### src/rtl/moisture_pkg.sv
// Shared definitions for the soil-moisture irrigation controller: state encoding,
// width helper and configuration sanity check.
package moisture_pkg;

  localparam logic [1:0] ST_IDLE  = 2'd0;
  localparam logic [1:0] ST_WATER = 2'd1;
  localparam logic [1:0] ST_SOAK  = 2'd2;
  localparam logic [1:0] ST_FAULT = 2'd3;

  typedef enum logic [1:0] {
    IDLE  = ST_IDLE,
    WATER = ST_WATER,
    SOAK  = ST_SOAK,
    FAULT = ST_FAULT
  } state_t;

  function automatic int unsigned clog2(input int unsigned v);
    int unsigned r;
    r = 0;
    while ((64'(1) << r) < 64'(v)) r = r + 1;
    return r;
  endfunction

  // True when thresholds are ordered and LVL_W can hold a full window count.
  function automatic bit cfg_ok(input int unsigned win, input int unsigned lvl_w,
                                input int unsigned dry, input int unsigned wet,
                                input int unsigned soak, input int unsigned max_on);
    return (win >= 2) && (lvl_w >= clog2(win + 1)) && (dry < wet) && (wet <= win)
           && (soak >= 1) && (max_on >= 1);
  endfunction

endpackage

### src/rtl/moisture_window_counter.sv
// Integrates wet samples over fixed windows; latches the count and pulses
// level_valid one cycle after the last sample of each window.
module moisture_window_counter
  import moisture_pkg::*;
#(
  parameter int unsigned WINDOW_CYCLES = 1024,
  parameter int unsigned LVL_W         = 11
) (
  input  logic             clk,
  input  logic             rst,
  input  logic             enable,
  input  logic             sensor_data,
  output logic             close_c,
  output logic [LVL_W-1:0] level_nxt_c,
  output logic [LVL_W-1:0] moisture_level,
  output logic             level_valid
);

  localparam int unsigned WIN_W = clog2(WINDOW_CYCLES);

  logic [WIN_W-1:0] win_cnt;
  logic [LVL_W-1:0] wet_cnt;

  assign close_c     = enable && (win_cnt == WIN_W'(WINDOW_CYCLES - 1));
  // Running count including the current sample, saturating at a full window.
  assign level_nxt_c = (wet_cnt == LVL_W'(WINDOW_CYCLES)) ? wet_cnt
                                                          : wet_cnt + LVL_W'(sensor_data);

  always_ff @(posedge clk or negedge rst) begin
    if (!rst) begin
      win_cnt        <= '0;
      wet_cnt        <= '0;
      moisture_level <= '0;
      level_valid    <= 1'b0;
    end else if (!enable) begin
      win_cnt     <= '0;
      wet_cnt     <= '0;
      level_valid <= 1'b0;
    end else begin
      level_valid <= close_c;
      if (close_c) begin
        win_cnt        <= '0;
        wet_cnt        <= '0;
        moisture_level <= level_nxt_c;
      end else begin
        win_cnt <= win_cnt + WIN_W'(1);
        wet_cnt <= level_nxt_c;
      end
    end
  end

endmodule

### src/rtl/moisture_irrigation_ctrl.sv
// Irrigation pump controller: hysteresis FSM driven by windowed moisture level,
// with post-watering soak time and a sticky runaway-watering fault.
module moisture_irrigation_ctrl
  import moisture_pkg::*;
#(
  parameter int unsigned WINDOW_CYCLES = 1024,
  parameter int unsigned LVL_W         = 11,
  parameter int unsigned DRY_THRESH    = 4,
  parameter int unsigned WET_THRESH    = 7,
  parameter int unsigned MIN_SOAK_WIN  = 4,
  parameter int unsigned MAX_ON_WIN    = 16
) (
  input  logic             clk,
  input  logic             rst,
  input  logic             enable,
  input  logic             sensor_data,
  input  logic             clear_fault,
  output logic [LVL_W-1:0] moisture_level,
  output logic             level_valid,
  output logic             pump_on,
  output logic             dry_alarm,
  output logic             fault
);

  localparam int unsigned ON_W   = clog2(MAX_ON_WIN + 1);
  localparam int unsigned SOAK_W = clog2(MIN_SOAK_WIN + 1);

  if (!cfg_ok(WINDOW_CYCLES, LVL_W, DRY_THRESH, WET_THRESH, MIN_SOAK_WIN, MAX_ON_WIN)) begin : g_bad_cfg
    $error("moisture_irrigation_ctrl: inconsistent threshold/width parameters");
  end

  logic             close_c;
  logic [LVL_W-1:0] level_nxt_c;
  state_t           state;
  logic [ON_W-1:0]  on_win;
  logic [SOAK_W-1:0] soak_win;

  moisture_window_counter #(
    .WINDOW_CYCLES (WINDOW_CYCLES),
    .LVL_W         (LVL_W)
  ) u_window (
    .clk            (clk),
    .rst            (rst),
    .enable         (enable),
    .sensor_data    (sensor_data),
    .close_c        (close_c),
    .level_nxt_c    (level_nxt_c),
    .moisture_level (moisture_level),
    .level_valid    (level_valid)
  );

  // FSM acts on the level being latched this edge, so pump_on moves with level_valid.
  always_ff @(posedge clk or negedge rst) begin
    if (!rst) begin
      state     <= IDLE;
      on_win    <= '0;
      soak_win  <= '0;
      pump_on   <= 1'b0;
      dry_alarm <= 1'b0;
      fault     <= 1'b0;
    end else begin
      if (close_c) dry_alarm <= (level_nxt_c < LVL_W'(DRY_THRESH));

      if (state == FAULT) begin
        if (clear_fault) begin
          state <= IDLE;
          fault <= 1'b0;
        end
      end else if (!enable) begin
        state    <= IDLE;
        on_win   <= '0;
        soak_win <= '0;
        pump_on  <= 1'b0;
      end else if (close_c) begin
        case (state)
          IDLE: begin
            if (level_nxt_c < LVL_W'(DRY_THRESH)) begin
              state   <= WATER;
              on_win  <= '0;
              pump_on <= 1'b1;
            end
          end
          WATER: begin
            on_win <= on_win + ON_W'(1);
            if (level_nxt_c >= LVL_W'(WET_THRESH)) begin
              state    <= SOAK;
              soak_win <= '0;
              pump_on  <= 1'b0;
            end else if (on_win + ON_W'(1) == ON_W'(MAX_ON_WIN)) begin
              state   <= FAULT;
              pump_on <= 1'b0;
              fault   <= 1'b1;
            end
          end
          SOAK: begin
            soak_win <= soak_win + SOAK_W'(1);
            if (soak_win + SOAK_W'(1) == SOAK_W'(MIN_SOAK_WIN)) state <= IDLE;
          end
          default: ;
        endcase
      end
    end
  end

endmodule
### config.mk
export PLATFORM = sky130hd
export DESIGN_NAME = moisture_irrigation_ctrl
export DESIGN_NICKNAME = d
export VERILOG_FILES = /design/src/rtl/moisture_pkg.sv /design/src/rtl/moisture_window_counter.sv /design/src/rtl/moisture_irrigation_ctrl.sv
export SDC_FILE = /design/constraint.sdc
export NUM_CORES = 1
export LEC_CHECK = 0
export CORE_AREA = 4 4 84 86
export CTS_CLUSTER_DIAMETER = 40
export DETAILED_ROUTE_END_ITERATION = 10
export DIE_AREA = 0 0 88 90
export DONT_BUFFER_PORTS = 1
export HOLD_SLACK_MARGIN = 0.08
export PLACE_DENSITY_LB_ADDON = 0.15
export SLEW_MARGIN = 20
export SYNTH_ARGS = -nofsm -noshare
export SYNTH_HDL_FRONTEND = slang
export SYNTH_SLANG_ARGS = --single-unit
### constraint.sdc
create_clock -name clk -period 8.5 [get_ports clk]
set_input_delay 0.85 -clock clk [delete_from_list [all_inputs] [get_ports clk]]
set_output_delay 0.85 -clock clk [all_outputs]
set_load 0.05 [all_outputs]
==> out/summary.log, run 1 <==
INFO  worst_setup_path r2r_setup_slack=5.59ns
INFO  route          detailedRoute.firstIterationViolations=72
INFO  timing         layout_setup_ws=5.43ns
INFO  clock_network  cts.repair.resized=0
INFO  place          post-place-ws=5.10ns
INFO  logic_synthesis number_of_enable_flip_flop_cells_after_synthesis=0
INFO  worst_setup_path worst_path_most_repeated_cell=ha_1
INFO  worst_setup_path crit_path_start=sensor_data
INFO  timing         finalCriticalPeriod=3.07ns
INFO  run            drv_cap=0
INFO  cells_and_area areaGrowthSynthToFinish=5.62%
INFO  route          routed_wl=4990um
INFO  worst_setup_path r2r_start=u_window.wet_cnt[0]$_DFF_PN0_
INFO  worst_setup_path critPathCaptureType=flip-flop
INFO  timing         final-setup-viol-count=0
INFO  logic_synthesis synth_compound_area_frac=0.134
INFO  clock_network  clockBufferDepth=2
INFO  clock_network  clk_pin_slew=0.09ns
INFO  global_routing grt_pass1_wl=8760um
INFO  worst_setup_path worstSetupEndpoint=on_win[1]$_DFFE_PN0P_
INFO  global_routing grt.overflow.total=0
INFO  global_routing vias_in_the_first_global_route=1771
INFO  logic_synthesis synth_xor_area_frac=0.0501
INFO  die            die_w=88um
INFO  die            floorplan_die_area=0.00792mm^2
INFO  pwr            seqPwrFrac=0.509
INFO  worst_setup_path worstPathCellList=ha_1 > ha_1 > or4_1 > a21o_1 > a211oi_2 > nand4_1 > and3_4 > nor3_4 > mux2_1
INFO  logic_synthesis post_synth.cell_area_avg=9.50um^2
INFO  global_routing global_route.usage.total=0.136
INFO  logic_synthesis mappedNetlistNets=274
INFO  clock_network  clock_tree.htree_level_count=2
INFO  place          hpwlAfterDp=3500um
INFO  worst_setup_path critical-path-max-stage-delay=0.54ns
INFO  worst_setup_path critPathLaunchType=input port
INFO  pwr            reported_leakage_power=0.00119uW
INFO  worst_setup_path setup.worst_path.class=input port to flip-flop
INFO  status         outcome=completed
INFO  route          wire_per_inst=14.9um
INFO  logic_synthesis synth.lib_cells_used.distinct=52
INFO  pwr            pwr-share-clk=0.299
INFO  min_path       class_of_the_tightest_hold_or_removal_check=input port to asynchronous set/reset pin
INFO  logic_synthesis postSynthRegisterBits=46
INFO  clock_network  hold_fix_buffers_at_cts=0
INFO  timing         tightest_slew=0.732ns
INFO  clock_network  cts-root-buf=clkbuf_8
INFO  worst_setup_path crit_path_max_fanout=5
INFO  pwr            power.density=181mW/mm^2
INFO  die            fp.dieH=90um
INFO  timing         worst_clk_skew=0.00944ns
INFO  logic_synthesis mappedNetlistArea=0.00245mm^2
INFO  logic_synthesis seq_area_frac_synth=0.470
INFO  logic_synthesis synthesis.yosys.warnings=0
INFO  global_routing maximum_number_of_pins_on_one_net_before_global_route_repair=47
INFO  logic_synthesis ys.flop_type=dfrtp_1
INFO  logic_synthesis synth.area.mux_share=0.0107
INFO  die            floorplan.rows=29
INFO  worst_setup_path critPathArrivalTime=3.25ns
INFO  pwr            power.internal=331uW
INFO  timing         fin_crit_sh=0.361
INFO  die            start_util=0.390
INFO  cells_and_area final_net_count=273
INFO  clock_network  post_cts_buffers=0
INFO  worst_setup_path r2r.worst_path.cells=9
INFO  logic_synthesis synth-async-reset-ratio=1.00
INFO  worst_setup_path cpLargestDelayFamily=simple AND/OR/NAND/NOR gates
INFO  route          drt.antenna.violating_nets=0
INFO  pwr            power.switching_fraction=0.293
INFO  route          routed-via-count=1775
INFO  route          routed_via_density=5.30
INFO  clock_network  tritoncts=built
INFO  clock_network  cts_inserted_buffers=5
INFO  pwr            net-switching-power=138uW
INFO  die            core-area=0.00628mm^2
INFO  route          firstDrtPassIters=4
INFO  clock_network  cts_num_sinks=46
INFO  pwr            power.share.combinational=0.191
INFO  logic_synthesis synth_simple_gate_area_share=0.245
INFO  logic_synthesis post_synthesis_share_of_cell_area_spent_on_full_adders_half_adders_and_majority_gates=0.0562
INFO  worst_setup_path worst-path-buf-inv=0
INFO  timing         max_freq=325MHz
INFO  pwr            vdd.ir_drop.worst=114uV
INFO  timing         rsz0062_at_grt=no
INFO  logic_synthesis combinational_family_with_the_most_area_after_synthesis=simple AND/OR/NAND/NOR gates
INFO  timing         final-hold-violation-count=0
INFO  worst_setup_path critical_path.slowest_cell=or4_1
INFO  logic_synthesis post_synth_inst_count=258
INFO  route          remaining_drc_errors=0
INFO  timing         timing.setup.tns=0ns
INFO  timing         timing_max_transition_violations_final=0
INFO  place          portBuffers=0
INFO  die            top_ports=20
INFO  cells_and_area n_fill_cell=644
INFO  place          gp_congestion=0.824
INFO  clock_network  clk_latency_worst_skew_pair=0.30ns
INFO  worst_setup_path crit_cells=9
INFO  global_routing number_of_antenna_violations_at_the_first_check_in_global_routing=0
INFO  worst_setup_path critical_path_required=8.68ns
INFO  cells_and_area proportion_of_layout_cells_with_a_drive_suffix_above_1=0.0698
INFO  worst_setup_path r2r_end=on_win[1]$_DFFE_PN0P_
INFO  cells_and_area antenna_cells=0
INFO  timing         worst_slew_margin_rel=0.508
## registers in the layout, summed over array words and instances, names as in the netlist
signal	cells
soak_win	3
state	2
fault	1
u_window.win_cnt	10
u_window.wet_cnt	11
dry_alarm	1
u_window.moisture_level	11
on_win	5
u_window.level_valid	1
pump_on	1
## cell families after synthesis
| logic type | count (synthesis) |
|---|---|
| compound gates | 50 |
| buf+inv | 17 |
| mux | 2 |
| fa+ha+maj | 11 |
| flops | 46 |
| xor+xnor | 14 |
| simple gates | 118 |
## area by class of cell
| class | instances | area (um^2) | area share |
|---|---|---|---|
| clock buffer | 7 | 86.3 | 0.0334 |
| clock inverter | 1 | 5.00 | 0.00193 |
| inverter | 9 | 33.8 | 0.0131 |
| multi-input combinational | 195 | 1210 | 0.470 |
| sequential | 46 | 1150 | 0.445 |
| tap | 77 | 96.3 | 0.0372 |
## power groups by stage
stage | combinational, uW | clock (uW) | sequential [uW]
floorplan | 76.5 | 0 | 240
global placement | 89.8 | 0 | 243
detailed placement | 90.1 | 0 | 243
CTS | 90.1 | 147 | 239
global route | 103 | 156 | 240
finish | 89.7 | 140 | 239
## worst min-delay path by stage
stage	start	slack, ns	end
2_1_floorplan	u_window.win_cnt[0]$_DFF_PN0_	0.45	u_window.win_cnt[0]$_DFF_PN0_
3_3_place_gp	u_window.win_cnt[0]$_DFF_PN0_	0.48	u_window.win_cnt[0]$_DFF_PN0_
3_5_place_dp	u_window.win_cnt[0]$_DFF_PN0_	0.49	u_window.win_cnt[0]$_DFF_PN0_
4_1_cts	rst	0.22	u_window.level_valid$_DFF_PN0_
5_1_grt	rst	0.21	u_window.level_valid$_DFF_PN0_
6_report	rst	0.23	u_window.moisture_level[8]$_DFFE_PN0P_
## synth_stat cells (3+ instances only)
cell type / count / area (um^2)
inv_1: 9 / 33.8
a41oi_1: 3 / 26.3
nor2_1: 32 / 120
xor2_1: 6 / 52.6
dfrtp_1: 46 / 1150
a21oi_1: 7 / 35.0
nand3_1: 14 / 70.1
clkbuf_1: 4 / 15.0
o21ai_0: 18 / 90.1
ha_1: 11 / 138
nor4_1: 6 / 37.5
and3_1: 4 / 25.0
nand4_1: 4 / 25.0
nand2_1: 33 / 124
nor3b_1: 3 / 22.5
a22o_1: 3 / 26.3
xnor2_1: 8 / 70.1
a31oi_1: 3 / 18.8
nor3_1: 5 / 25.0
## stage by stage
step	hold slack (ns)	util	cell area, um^2	cells	power [uW]
after floorplan	0.455	-	2450	258	317
after global placement	0.481	0.398	2500	327	333
after detailed placement	0.490	0.398	2500	327	333
after CTS	0.221	0.412	2590	335	476
after global routing	0.210	0.412	2590	335	499
final	0.233	0.412	2590	335	469
## per-layer routing
layer	GRT usage	wire, um	vias to the layer above
li1	-	-	910
met5	0	0	-
met3	0.0338	268	8
met1	0.194	2440	820
met2	0.201	2170	37
met4	0.0460	103	0
## cells in the final DEF, fill, tap and decap left out, types with 3 or more instances in the layout
cell      instances
nor2_1           32
xor2_1            6
nor3_1            5
clkbuf_8          6
nor4_1            6
nor3b_1           3
a31oi_1           3
dfrtp_1          46
inv_1             9
nand3_1          14
a41oi_1           3
a22o_1            3
nand4_1           4
and3_1            4
xnor2_1           8
a21oi_1           7
nand2_1          33
ha_1             11
o21ai_0          18
## worst register-to-register path, stage by stage (launching register included)
cell      delay (ns)
dfrtp_1         0.39
ha_1            0.24
ha_1            0.25
or4_1           0.54
a21o_1          0.20
a211oi_2        0.28
nand4_1         0.16
and3_4          0.23
nor3_4          0.16
mux2_1          0.35
Note: power is estimated with default switching activity, not from simulation.
==> run 2: changes to the inputs <==
Clock period 8.5 ns to 2.98 ns, I/O delays scaled along.
==> out/summary.log, run 2 (synthesis results as in run 1) <==
INFO  route          firstDrtPassIters=4 [unchanged]
INFO  route          routed_via_density=5.36 [was 5.30]
INFO  worst_setup_path r2r.worst_path.cells=9 [unchanged]
INFO  run            drv_cap=0 [unchanged]
INFO  clock_network  tritoncts=built [unchanged]
INFO  place          post-place-cells=333 [was 327]
INFO  timing         worst_clk_skew=0.0104ns [was 0.00944 ns]
INFO  worst_setup_path setup.worst_path.class=flip-flop to flip-flop [was input port to flip-flop]
INFO  pwr            reported_leakage_power=0.00124uW [was 0.00119 uW]
INFO  timing         final-hold-violation-count=0 [unchanged]
INFO  cells_and_area antenna_cells=0 [unchanged]
INFO  global_routing grt.overflow.total=0 [unchanged]
INFO  clock_network  cts_num_sinks=46 [unchanged]
INFO  worst_setup_path critPathCaptureType=flip-flop [unchanged]
INFO  pwr            power.density=527mW/mm^2 [was 181 mW/mm^2]
INFO  min_path       holdPathStages=1
INFO  cells_and_area finalNonFillerCells=343 [was 335]
INFO  worst_setup_path critPathLaunchType=flip-flop [was input port]
INFO  timing         timing.setup.tns=0ns [unchanged]
INFO  clock_network  cts_inserted_buffers=5 [unchanged]
INFO  worst_setup_path critPathArrivalTime=2.99ns [was 3.25 ns]
INFO  route          drt.antenna.violating_nets=0 [unchanged]
INFO  place          gp_congestion=0.852 [was 0.824]
INFO  clock_network  clockBufferDepth=2 [unchanged]
INFO  clock_network  post_cts_buffers=0 [unchanged]
INFO  cells_and_area proportion_of_layout_cells_with_a_drive_suffix_above_1=0.0902 [was 0.0698]
INFO  die            fp.dieH=90um [unchanged]
INFO  global_routing maximum_number_of_pins_on_one_net_before_global_route_repair=47 [unchanged]
INFO  die            die_w=88um [unchanged]
INFO  route          detailedRoute.firstIterationViolations=61 [was 72]
INFO  status         outcome=completed [unchanged]
INFO  place          portBuffers=0 [unchanged]
INFO  timing         worst_slew_margin_rel=0.584 [was 0.508]
INFO  cells_and_area final_net_count=281 [was 273]
INFO  timing         tightest_slew=0.608ns [was 0.732 ns]
INFO  timing         max_freq=357MHz
INFO  clock_network  clk_pin_slew=0.08ns [was 0.09 ns]
INFO  timing         rsz0062_at_grt=no [unchanged]
INFO  global_routing number_of_antenna_violations_at_the_first_check_in_global_routing=0 [unchanged]
INFO  cells_and_area biggestRegsByFlops=u_window.moisture_level x11, u_window.wet_cnt x11, u_window.win_cnt x10 [unchanged]
INFO  pwr            vdd.ir_drop.worst=389uV [was 114 uV]
INFO  global_routing grt_pass1_wl=8900um [was 8760 um]
INFO  timing         fin_crit_sh=0.941
INFO  global_routing global_route.usage.total=0.141 [was 0.136]
INFO  route          routed_wl=5030um [was 4990 um]
INFO  global_routing vias_in_the_first_global_route=1828 [was 1771]
INFO  route          routed-via-count=1838 [was 1775]
INFO  timing         timing_max_transition_violations_final=0 [unchanged]
INFO  cells_and_area layout.cells.most_common=dfrtp_1 [unchanged]
INFO  die            top_ports=20 [unchanged]
INFO  die            floorplan_die_area=0.00792mm^2 [unchanged]
INFO  timing         final-setup-viol-count=0 [unchanged]
INFO  die            floorplan.rows=29 [unchanged]
INFO  die            core-area=0.00628mm^2 [unchanged]
INFO  clock_network  cts.repair.resized=0 [unchanged]
INFO  clock_network  clk_latency_worst_skew_pair=0.29ns [was 0.30 ns]
INFO  min_path       class_of_the_tightest_hold_or_removal_check=input port to flip-flop [was input port to asynchronous set/reset pin]
INFO  route          remaining_drc_errors=0 [unchanged]
INFO  clock_network  cts-root-buf=clkbuf_8 [unchanged]
INFO  clock_network  clock_tree.htree_level_count=2 [unchanged]
INFO  timing         finalCriticalPeriod=2.80ns
INFO  die            start_util=0.390 [unchanged]
INFO  worst_setup_path critical_path_required=3.17ns [was 8.68 ns]
INFO  worst_setup_path crit_path_max_fanout=5 [unchanged]
INFO  cells_and_area layout_common_cells=dfrtp_1 (46), nand2_1 (33), nor2_1 (32) [unchanged]
INFO  cells_and_area areaGrowthSynthToFinish=9.60% [was 5.62%]
INFO  place          hpwlAfterDp=3530um [was 3500 um]
INFO  cells_and_area n_fill_cell=620 [was 644]
INFO  route          wire_per_inst=14.7um [was 14.9 um]
==> run 2: cell count changes in the layout (fill, tap and decap cells not counted), sizes merged <==
cell         change
buf              +7
bufinv           +1
clkinv           -1
dlygate4sd3      +1
==> run 2: routing by layer <==
metal  routed length (um)  track usage
met1                 2460        0.195
met2                 2310        0.217
met3                  214       0.0347
met4                   46       0.0384
met5                    0            0
==> run 2: layout make-up <==
class	count	area (um^2)	share of cell area
Inverter	9	33.8	0.0126
Clock buffer	7	76.3	0.0284
Timing Repair Buffer	8	82.6	0.0308
Sequential cell	46	1150	0.429
Clock inverter	1	30.0	0.0112
Multi-Input combinational cell	195	1210	0.452
Tap cell	77	96.3	0.0359
==> run 2: worst max-delay path: stages, from the launching register on <==
cell and delay, ns:
dfrtp_1 0.38, ha_1 0.23, ha_1 0.21, or4_1 0.52, a21o_1 0.20, a211oi_2 0.26
nand4_1 0.28, o21a_1 0.29, and2_4 0.16, a22o_1 0.19
==> run 2: repair_timing <==
action / CTS / global route
setup endpoints to repair: 0 / 2
hold endpoints to repair: 46 / 0
hold buffers: 2 / 0
==> run 2: worst paths after layout <==
check	start	endpoint	slack, ns
min in group asynchronous	rst	u_window.level_valid$_DFF_PN0_	0.50
min reg2reg	u_window.win_cnt[0]$_DFF_PN0_	u_window.win_cnt[0]$_DFF_PN0_	0.50
min	clear_fault	fault$_DFFE_PN0P_	0.11
max in group asynchronous	rst	on_win[2]$_DFFE_PN0P_	2.27
max	u_window.wet_cnt[0]$_DFF_PN0_	state[0]$_DFFE_PN0P_	0.18
max reg2reg	u_window.wet_cnt[0]$_DFF_PN0_	state[0]$_DFFE_PN0P_	0.18
==> run 2: report_power, final <==
part | total, uW | internal (uW) | switching, uW
clock network | 456 | 251 | 204
registers | 680 | 646 | 33.9
logic | 280 | 118 | 161
total | 1420 | 1020 | 400
==> run 2: metrics by stage <==
| step | power, uW | worst slack [ns] | hold WS (ns) | instance area, um^2 | utilization |
|---|---|---|---|---|---|
| 3_3_place_gp | 954 | 0.208 | 0.00355 | 2540 | 0.405 |
| 5_1_grt | 1510 | 0.0272 | 0.0968 | 2690 | 0.428 |
| 2_1_floorplan | 904 | 0.289 | 0.00241 | 2450 | - |
| 4_1_cts | 1440 | 0.146 | 0.0956 | 2690 | 0.428 |
| 3_5_place_dp | 953 | 0.148 | 0.00361 | 2540 | 0.405 |
| 6_report | 1420 | 0.176 | 0.107 | 2690 | 0.428 |
==> run 3: changes to the inputs <==
Settings changed: CTS_CLUSTER_SIZE from default to 12.
==> results of run 3 <==
The final DEF is identical to that of run 2; final timing and power are the same.
